--- src/rtl/cbus_arbiter_rr_pkg.sv ---
// Shared cached-bus types and arbiter state encoding.
// Future crossbars reuse the state enum and the index-width helper.
package cbus_arbiter_rr_pkg;

    typedef struct packed {
        logic        valid;
        logic        we;
        logic [31:0] addr;
        logic [31:0] wdata;
    } cbus_req_t;

    typedef struct packed {
        logic        valid;
        logic        last;
        logic [31:0] rdata;
    } cbus_resp_t;

    typedef enum logic {
        ARB_IDLE = 1'b0,
        ARB_BUSY = 1'b1
    } arb_state_e;

    // A grant index needs at least one bit, even when there is a single master.
    function automatic int idx_width(input int n);
        return (n > 1) ? $clog2(n) : 1;
    endfunction

endpackage

--- src/rtl/cbus_arbiter_rr_pick.sv ---
// Combinational rotating search: first set bit of valid scanning start, start+1, ... mod N.
// Fixed priority is obtained by tying start to zero.
module cbus_arbiter_rr_pick #(
    parameter int N     = 2,
    parameter int IDX_W = 1
) (
    input  logic [N-1:0]     valid,
    input  logic [IDX_W-1:0] start,
    output logic             found,
    output logic [IDX_W-1:0] winner
);

    logic [IDX_W-1:0] idx;

    // NOTE: every always_comb output gets a default before any branch, so no latch is inferred.
    always_comb begin
        found  = 1'b0;
        winner = '0;
        idx    = '0;
        for (int k = 0; k < N; k++) begin
            idx = IDX_W'((int'(start) + k) % N);
            if (!found && valid[idx]) begin
                found  = 1'b1;
                winner = idx;
            end
        end
    end

endmodule

--- src/rtl/cbus_arbiter_rr.sv ---
// N-to-1 cached-bus arbiter: fixed or round-robin policy, optional same-cycle issue,
// grant held for a whole burst and released on oresp.last.
module cbus_arbiter_rr
    import cbus_arbiter_rr_pkg::*;
#(
    parameter int  NUM_INPUTS  = 2,
    parameter int  ROUND_ROBIN = 1,
    parameter int  FAST_ISSUE  = 1,
    localparam int IDX_W       = idx_width(NUM_INPUTS)
) (
    input  logic             clk,
    input  logic             reset,
    input  cbus_req_t        ireqs  [NUM_INPUTS],
    output cbus_resp_t       iresps [NUM_INPUTS],
    output cbus_req_t        oreq,
    input  cbus_resp_t       oresp,
    output logic             grant_valid,
    output logic [IDX_W-1:0] grant_index
);

    arb_state_e            state;
    logic [IDX_W-1:0]      index;
    logic [IDX_W-1:0]      rr_ptr;
    cbus_req_t             saved_req;

    logic [NUM_INPUTS-1:0] valid_vec;
    logic [IDX_W-1:0]      pick_start;
    logic                  found;
    logic [IDX_W-1:0]      winner;

    always_comb begin
        valid_vec = '0;
        for (int i = 0; i < NUM_INPUTS; i++) begin
            valid_vec[i] = ireqs[i].valid;
        end
    end

    assign pick_start = (ROUND_ROBIN != 0) ? rr_ptr : '0;

    cbus_arbiter_rr_pick #(
        .N     (NUM_INPUTS),
        .IDX_W (IDX_W)
    ) u_pick (
        .valid  (valid_vec),
        .start  (pick_start),
        .found  (found),
        .winner (winner)
    );

    // Priority after a release starts just past the releasing master.
    function automatic logic [IDX_W-1:0] wrap_inc(input logic [IDX_W-1:0] i);
        return (i == IDX_W'(NUM_INPUTS - 1)) ? '0 : i + 1'b1;
    endfunction

    // NOTE: state registers use non-blocking assignments only, so every flop samples pre-edge values.
    always_ff @(posedge clk) begin
        if (!reset) begin
            state     <= ARB_IDLE;
            index     <= '0;
            rr_ptr    <= '0;
            saved_req <= '0;
        end else begin
            unique case (state)
                ARB_IDLE: begin
                    if (found) begin
                        if ((FAST_ISSUE != 0) && oresp.last) begin
                            if (ROUND_ROBIN != 0) rr_ptr <= wrap_inc(winner);
                        end else begin
                            state     <= ARB_BUSY;
                            index     <= winner;
                            saved_req <= ireqs[winner];
                        end
                    end
                end
                ARB_BUSY: begin
                    if (oresp.last) begin
                        state     <= ARB_IDLE;
                        saved_req <= '0;
                        if (ROUND_ROBIN != 0) rr_ptr <= wrap_inc(index);
                    end
                end
                default: state <= ARB_IDLE;
            endcase
        end
    end

    // Outputs are forced quiet while reset is low, even before the first reset edge.
    always_comb begin
        oreq        = '0;
        grant_valid = 1'b0;
        grant_index = '0;
        for (int i = 0; i < NUM_INPUTS; i++) begin
            iresps[i] = '0;
        end
        if (reset) begin
            if (state == ARB_BUSY) begin
                oreq          = saved_req;
                iresps[index] = oresp;
                grant_valid   = 1'b1;
                grant_index   = index;
            end else if ((FAST_ISSUE != 0) && found) begin
                oreq           = ireqs[winner];
                iresps[winner] = oresp;
                grant_valid    = 1'b1;
                grant_index    = winner;
            end
        end
    end

endmodule

--- config.mk ---
export PLATFORM = sky130hd
export DESIGN_NAME = cbus_arbiter_rr
export DESIGN_NICKNAME = d
export VERILOG_FILES = /design/src/rtl/cbus_arbiter_rr_pkg.sv /design/src/rtl/cbus_arbiter_rr_pick.sv /design/src/rtl/cbus_arbiter_rr.sv
export SDC_FILE = /design/constraint.sdc
export NUM_CORES = 1
export LEC_CHECK = 0
export CAP_MARGIN = 20
export CORE_MARGIN = 4
export CORE_UTILIZATION = 34
export CTS_CLUSTER_SIZE = 8
export DETAILED_ROUTE_END_ITERATION = 10
export GPL_TIMING_DRIVEN = 1
export PLACE_DENSITY_LB_ADDON = 0.15
export REMOVE_ABC_BUFFERS = 1
export SYNTH_ARGS = -nofsm -noshare
export SYNTH_HDL_FRONTEND = slang
export SYNTH_SLANG_ARGS = --single-unit
--- constraint.sdc ---
create_clock -name clk -period 1.7 [get_ports clk]
set_clock_uncertainty 0.2 [all_clocks]
set_input_delay 0.34 -clock clk [delete_from_list [all_inputs] [get_ports clk]]
set_output_delay 0.34 -clock clk [all_outputs]
set_load 0.02 [all_outputs]
=== After elaboration in Yosys (flattened, before gate mapping) ===
Index checks and enable logic that the tools add are counted.

* Register bits: 69
* Bits in latches: 0
* Bits in writable memories: 0
* Memory bits (read-only): 0
* Output and inout port bits: 136
* Logic and storage cells: 73
* Memories: 0

* Add/subtract/negate cells: 3
* Multiply operators: 0
* Div/mod/pow operators: 0
* $lt $le $gt $ge: 6
* Equal/unequal tests: 4
* Shift operators: 0
* Multiplexer cells: 40
* Bitwise gates (word level): 6
* Reduce and logical (&&, ||, !) cells: 7

{| class="wikitable"
|+ Operators by type and width
! operator !! count
|-
| 66-bit two-way mux || 9
|-
| 68-bit two-way mux || 3
|-
| 68-bit bitwise AND || 2
|-
| 66-bit one-hot mux with 2 select lines || 1
|-
| 34-bit demux with 1-bit select || 2
|-
| 34-bit two-way mux || 2
|-
| 1-bit two-way mux || 21
|-
| 3-bit AND reduction || 3
|-
| 2-bit != test, second input constant || 4
|-
| 2-bit greater-or-equal comparator, second input constant || 2
|-
| 1-bit by 2-bit < comparator with 1-bit output, second input constant || 2
|-
| 2-bit by 1-bit < comparator with 1-bit output, second input constant || 2
|-
| 1-bit inverter with 2-bit output || 2
|-
| 1-bit one-hot mux with 2 select lines || 2
|-
| 1-bit adder, second input constant || 3
|-
| 1-bit logical AND || 3
|-
| 1-bit inverter || 2
|-
| 1-bit zero test || 1
|}

=== Logic depth before layout (Yosys ltp) ===
* Word-level depth: 15
* Gate-level depth with buffers: 7
* Mapped depth without buffers: 4

=== By module ===
A second synthesis with hierarchy kept.

* Cells, all modules: 619
* Area total of the unflattened synthesis: 5183.7 um^2

{| class="wikitable"
|+ By module, submodules not included
! module !! instances !! cells an instance !! area an instance (um^2)
|-
| cbus_arbiter_rr || 1 || 616 || 5166.2
|-
| cbus_arbiter_rr_pick || 1 || 3 || 17.5
|}

=== Worst setup path before layout ===
No wires, ideal clock.

* Path kind: reg-to-output
* From: register state
* To: output oreq[35] (netlist name)
* Arrival: 1385 ps
* Slack: -225 ps
* Cell stages (with the launch flop): 6
* Path buffers: 3
* Cells stage by stage: dfxtp_1 buf_4 clkbuf_1 clkbuf_1 a221oi_1 nor2_1

{| class="wikitable"
|+ RTL lines
! element !! RTL line !! text
|-
| from (decl) || cbus_arbiter_rr.sv:21 || <nowiki>arb_state_e state;</nowiki>
|-
| from (signal assigned) || cbus_arbiter_rr.sv:58 || <nowiki>state <= ARB_IDLE;</nowiki>
|-
| from (signal assigned) || cbus_arbiter_rr.sv:69 || <nowiki>state <= ARB_BUSY;</nowiki>
|-
| from (signal assigned) || cbus_arbiter_rr.sv:77 || <nowiki>state <= ARB_IDLE;</nowiki>
|-
| to (decl) || cbus_arbiter_rr.sv:15 || <nowiki>output cbus_req_t oreq,</nowiki>
|}

==> metrics.yaml <==
placement:
  hpwl_mm: 14.63
  place_ws_ps: -1276
  portBuffers: 303
  placed_cell_area_um2: 8259
  gp_congestion: 0.8926
critical_path:
  cp_slowest_stage_delay_ps: 410
  path_delay_family: "buffers and inverters"
  crit_arrival_ps: 1810
  cp-start-kind: "flip-flop"
  cp_max_fo: 7
  cp_slowest_cell: "dfxtp_4"
  path_class: "reg2out"
  crit_top_cell: "buf_6"
  crit_chain: "o21ai_4 -> o21ai_2 -> buf_6 -> buf_12 -> clkbuf_16 -> and3_4 -> buf_6"
  critPathBufInv: 4
  end_kind: "primary output"
  cp.required_ps: 1160
global_routing:
  grt_max_degree: 38
  track_usage: 0.2637
  grt_overflow_total: 0
  grt_pass1_vias: 6409
  antenna_found_initial: 1
  grt_pass1_wl_mm: 34.36
clock_tree:
  hold_buffers: 0
  clock-root-buffer: "clkbuf_16"
  cts_tree: "done"
  clockBufferDepth: 2
  clock_latency_ps: 330
  numCtsBuffers: 9
  htree_levels: 3
  clk_pin_slew_ps: 50
  cts.sinks: 69
yosys:
  synth-main-ff-cell: "dfxtp_1"
  synthTopCellsByCount: "dfxtp_1, nor2_1, a221oi_1"
  yosys_warnings: 0
  seq_area_frac_synth: 0.2942
  yosys_register_bits: 69
  synth_edf_count: 0
  synth_area_leader_cell: "dfxtp_1"
  synth_cells: 560
  synth_area_um2: 4695
  yosysUniqueCellTypes: 26
  avgSynthCellArea_um2: 8.383
  synth_area_leaders: "dfxtp_1, mux2i_1, a221oi_1"
  yosysTopAreaCellShare: 0.2942
  synthArstFlopShare: 0
die:
  die_area_um2: 15750
  die_h_um: 125.5
  pin_count: 304
  die_w_um: 125.5
  rows: 42
  start_util: 0.3503
  core-area_um2: 13400
job:
  cap_violations: 0
sta:
  slew_viol_final: 0
  rsz0062_at_grt: "true"
  hold_violations: 0
  finalCritPeriodShare: 1.384
  fin_tns_setup_ps: -89430
  fin_ws_ps: -652.1
  fmax_mhz: 425.2
  worst_pin_slew_ps: 395.9
  setup_viol: 201
  layout_min_cycle_time_ps: 2352
  relSlewSlack: 0.7361
power:
  p_leak_uw: 0.004204
  max-vdd-ir-drop_uv: 463.3
  power_density_nw_per_um2: 638.7
hold_path:
  hp-class: "reg2reg"
finish:
  fin_area_um2: 10380
  final_layout_size_suffix_gt1_frac: 0.4748
  fin_nets: 1096
  fin_util: 0.7742
  area_delta_synth_final_pct: 121.0
routing:
  postRouteAntennaNets: 0
  route.detailed.drc: 0
  viasPerCell: 5.798
  drt_iter0_drc: 344
  wl_per_cell_um: 23.01
  vias: 6436
  dr.pass1.iters: 5
  totalWireLength_mm: 25.54
outcome:
  violations: "setup timing"
  status: "finished, violations left"
-- cell families after synthesis --
logic type / count (synthesis) / share of synthesized area
AOI/OAI and AO/OA: 207 / 0.3326
muxes: 65 / 0.1386
buffers and inverters: 73 / 0.07996
and+or+nand+nor: 146 / 0.1546
DFF: 69 / 0.2942
-- per-layer routing --
metal  part of all wire  track usage  wire length (um)  up-vias
met5                  0            0                 0        -
met4              0.037      0.08227               938        0
met3              0.067      0.05160              1721       74
met2               0.52       0.4836             13200      326
met1               0.38       0.3077              9682     3139
li1                   -            -                 -     2897
-- placed cells by master, fill, tap and decap left out, drive strengths merged --
master	count
o2bb2ai	65
and2	35
inv	7
a21boi	2
o21a	1
o31ai	2
diode	1
a22oi	1
dfxtp	69
clkinvlp	2
mux2i	65
clkdlybuf4s15	1
dlymetal6s2s	1
o21ai	67
nand2b	1
clkbuf	24
clkdlybuf4s50	163
nand2	6
nor2	70
buf	248
and3	34
a21oi	3
a221oi	66
-- sequential cells by signal (all words and copies together), names as in the netlist --
| signal | cells |
|---|---|
| index | 1 |
| pick_start | 1 |
| saved_req | 66 |
| state | 1 |
-- path summary, 6_finish.rpt --
kind / start / end / slack (ps) / cells after the start
hold reg to reg: saved_req[16] / saved_req[16] / 260 / 1
setup / recovery: pick_start / iresps[16] / -650 / 7
hold / removal: saved_req[16] / saved_req[16] / 260 / 1
setup reg to reg: pick_start / saved_req[35] / -360 / 10
-- metrics by stage --
stage	hold WS [ps]	power (uW)	std cells
after floorplan	212.4	2757	493
after CTS	173.3	6133	1080
after global routing	241.8	6873	1110
after global placement	238.1	3927	1041
final	259.5	6626	1110
after detailed placement	243.3	3958	1041
-- worst reg2reg max path: stages, from the launching register on --
cell and delay [ps]:
dfxtp_4 410, inv_4 50, a21oi_4 170, buf_12 190, buf_12 130, buf_4 100
buf_6 90, buf_12 130, clkbuf_16 160, mux2i_1 210, o2bb2ai_1 100
-- area by class of cell --
class,instances,area [um2]
Inverter,6,28.78
Timing Repair Buffer,424,4576
Multi-Input combinational cell,418,3854
Sequential cell,69,1389
Tap cell,176,220.2
Clock inverter,3,25.02
Antenna cell,1,2.502
Clock buffer,13,280.3
Fill cell,831,3025
-- where the power goes --
group | switching, uW | leakage [uW] | internal, uW
registers | 69.0 | 0.000567 | 1730
logic | 1370 | 0.00349 | 1580
clock network | 728 | 0.000149 | 1160
-- what timing repair did --
action                                  CTS  global route
hold endpoints to repair                  0             0
cloned                                    7            11
setup buffers                            16            20
pin swaps                                29            65
gates resized for setup                 822           180
endpoints found under the setup margin  202           201
No activity file was read; power rests on OpenSTA's default activity.
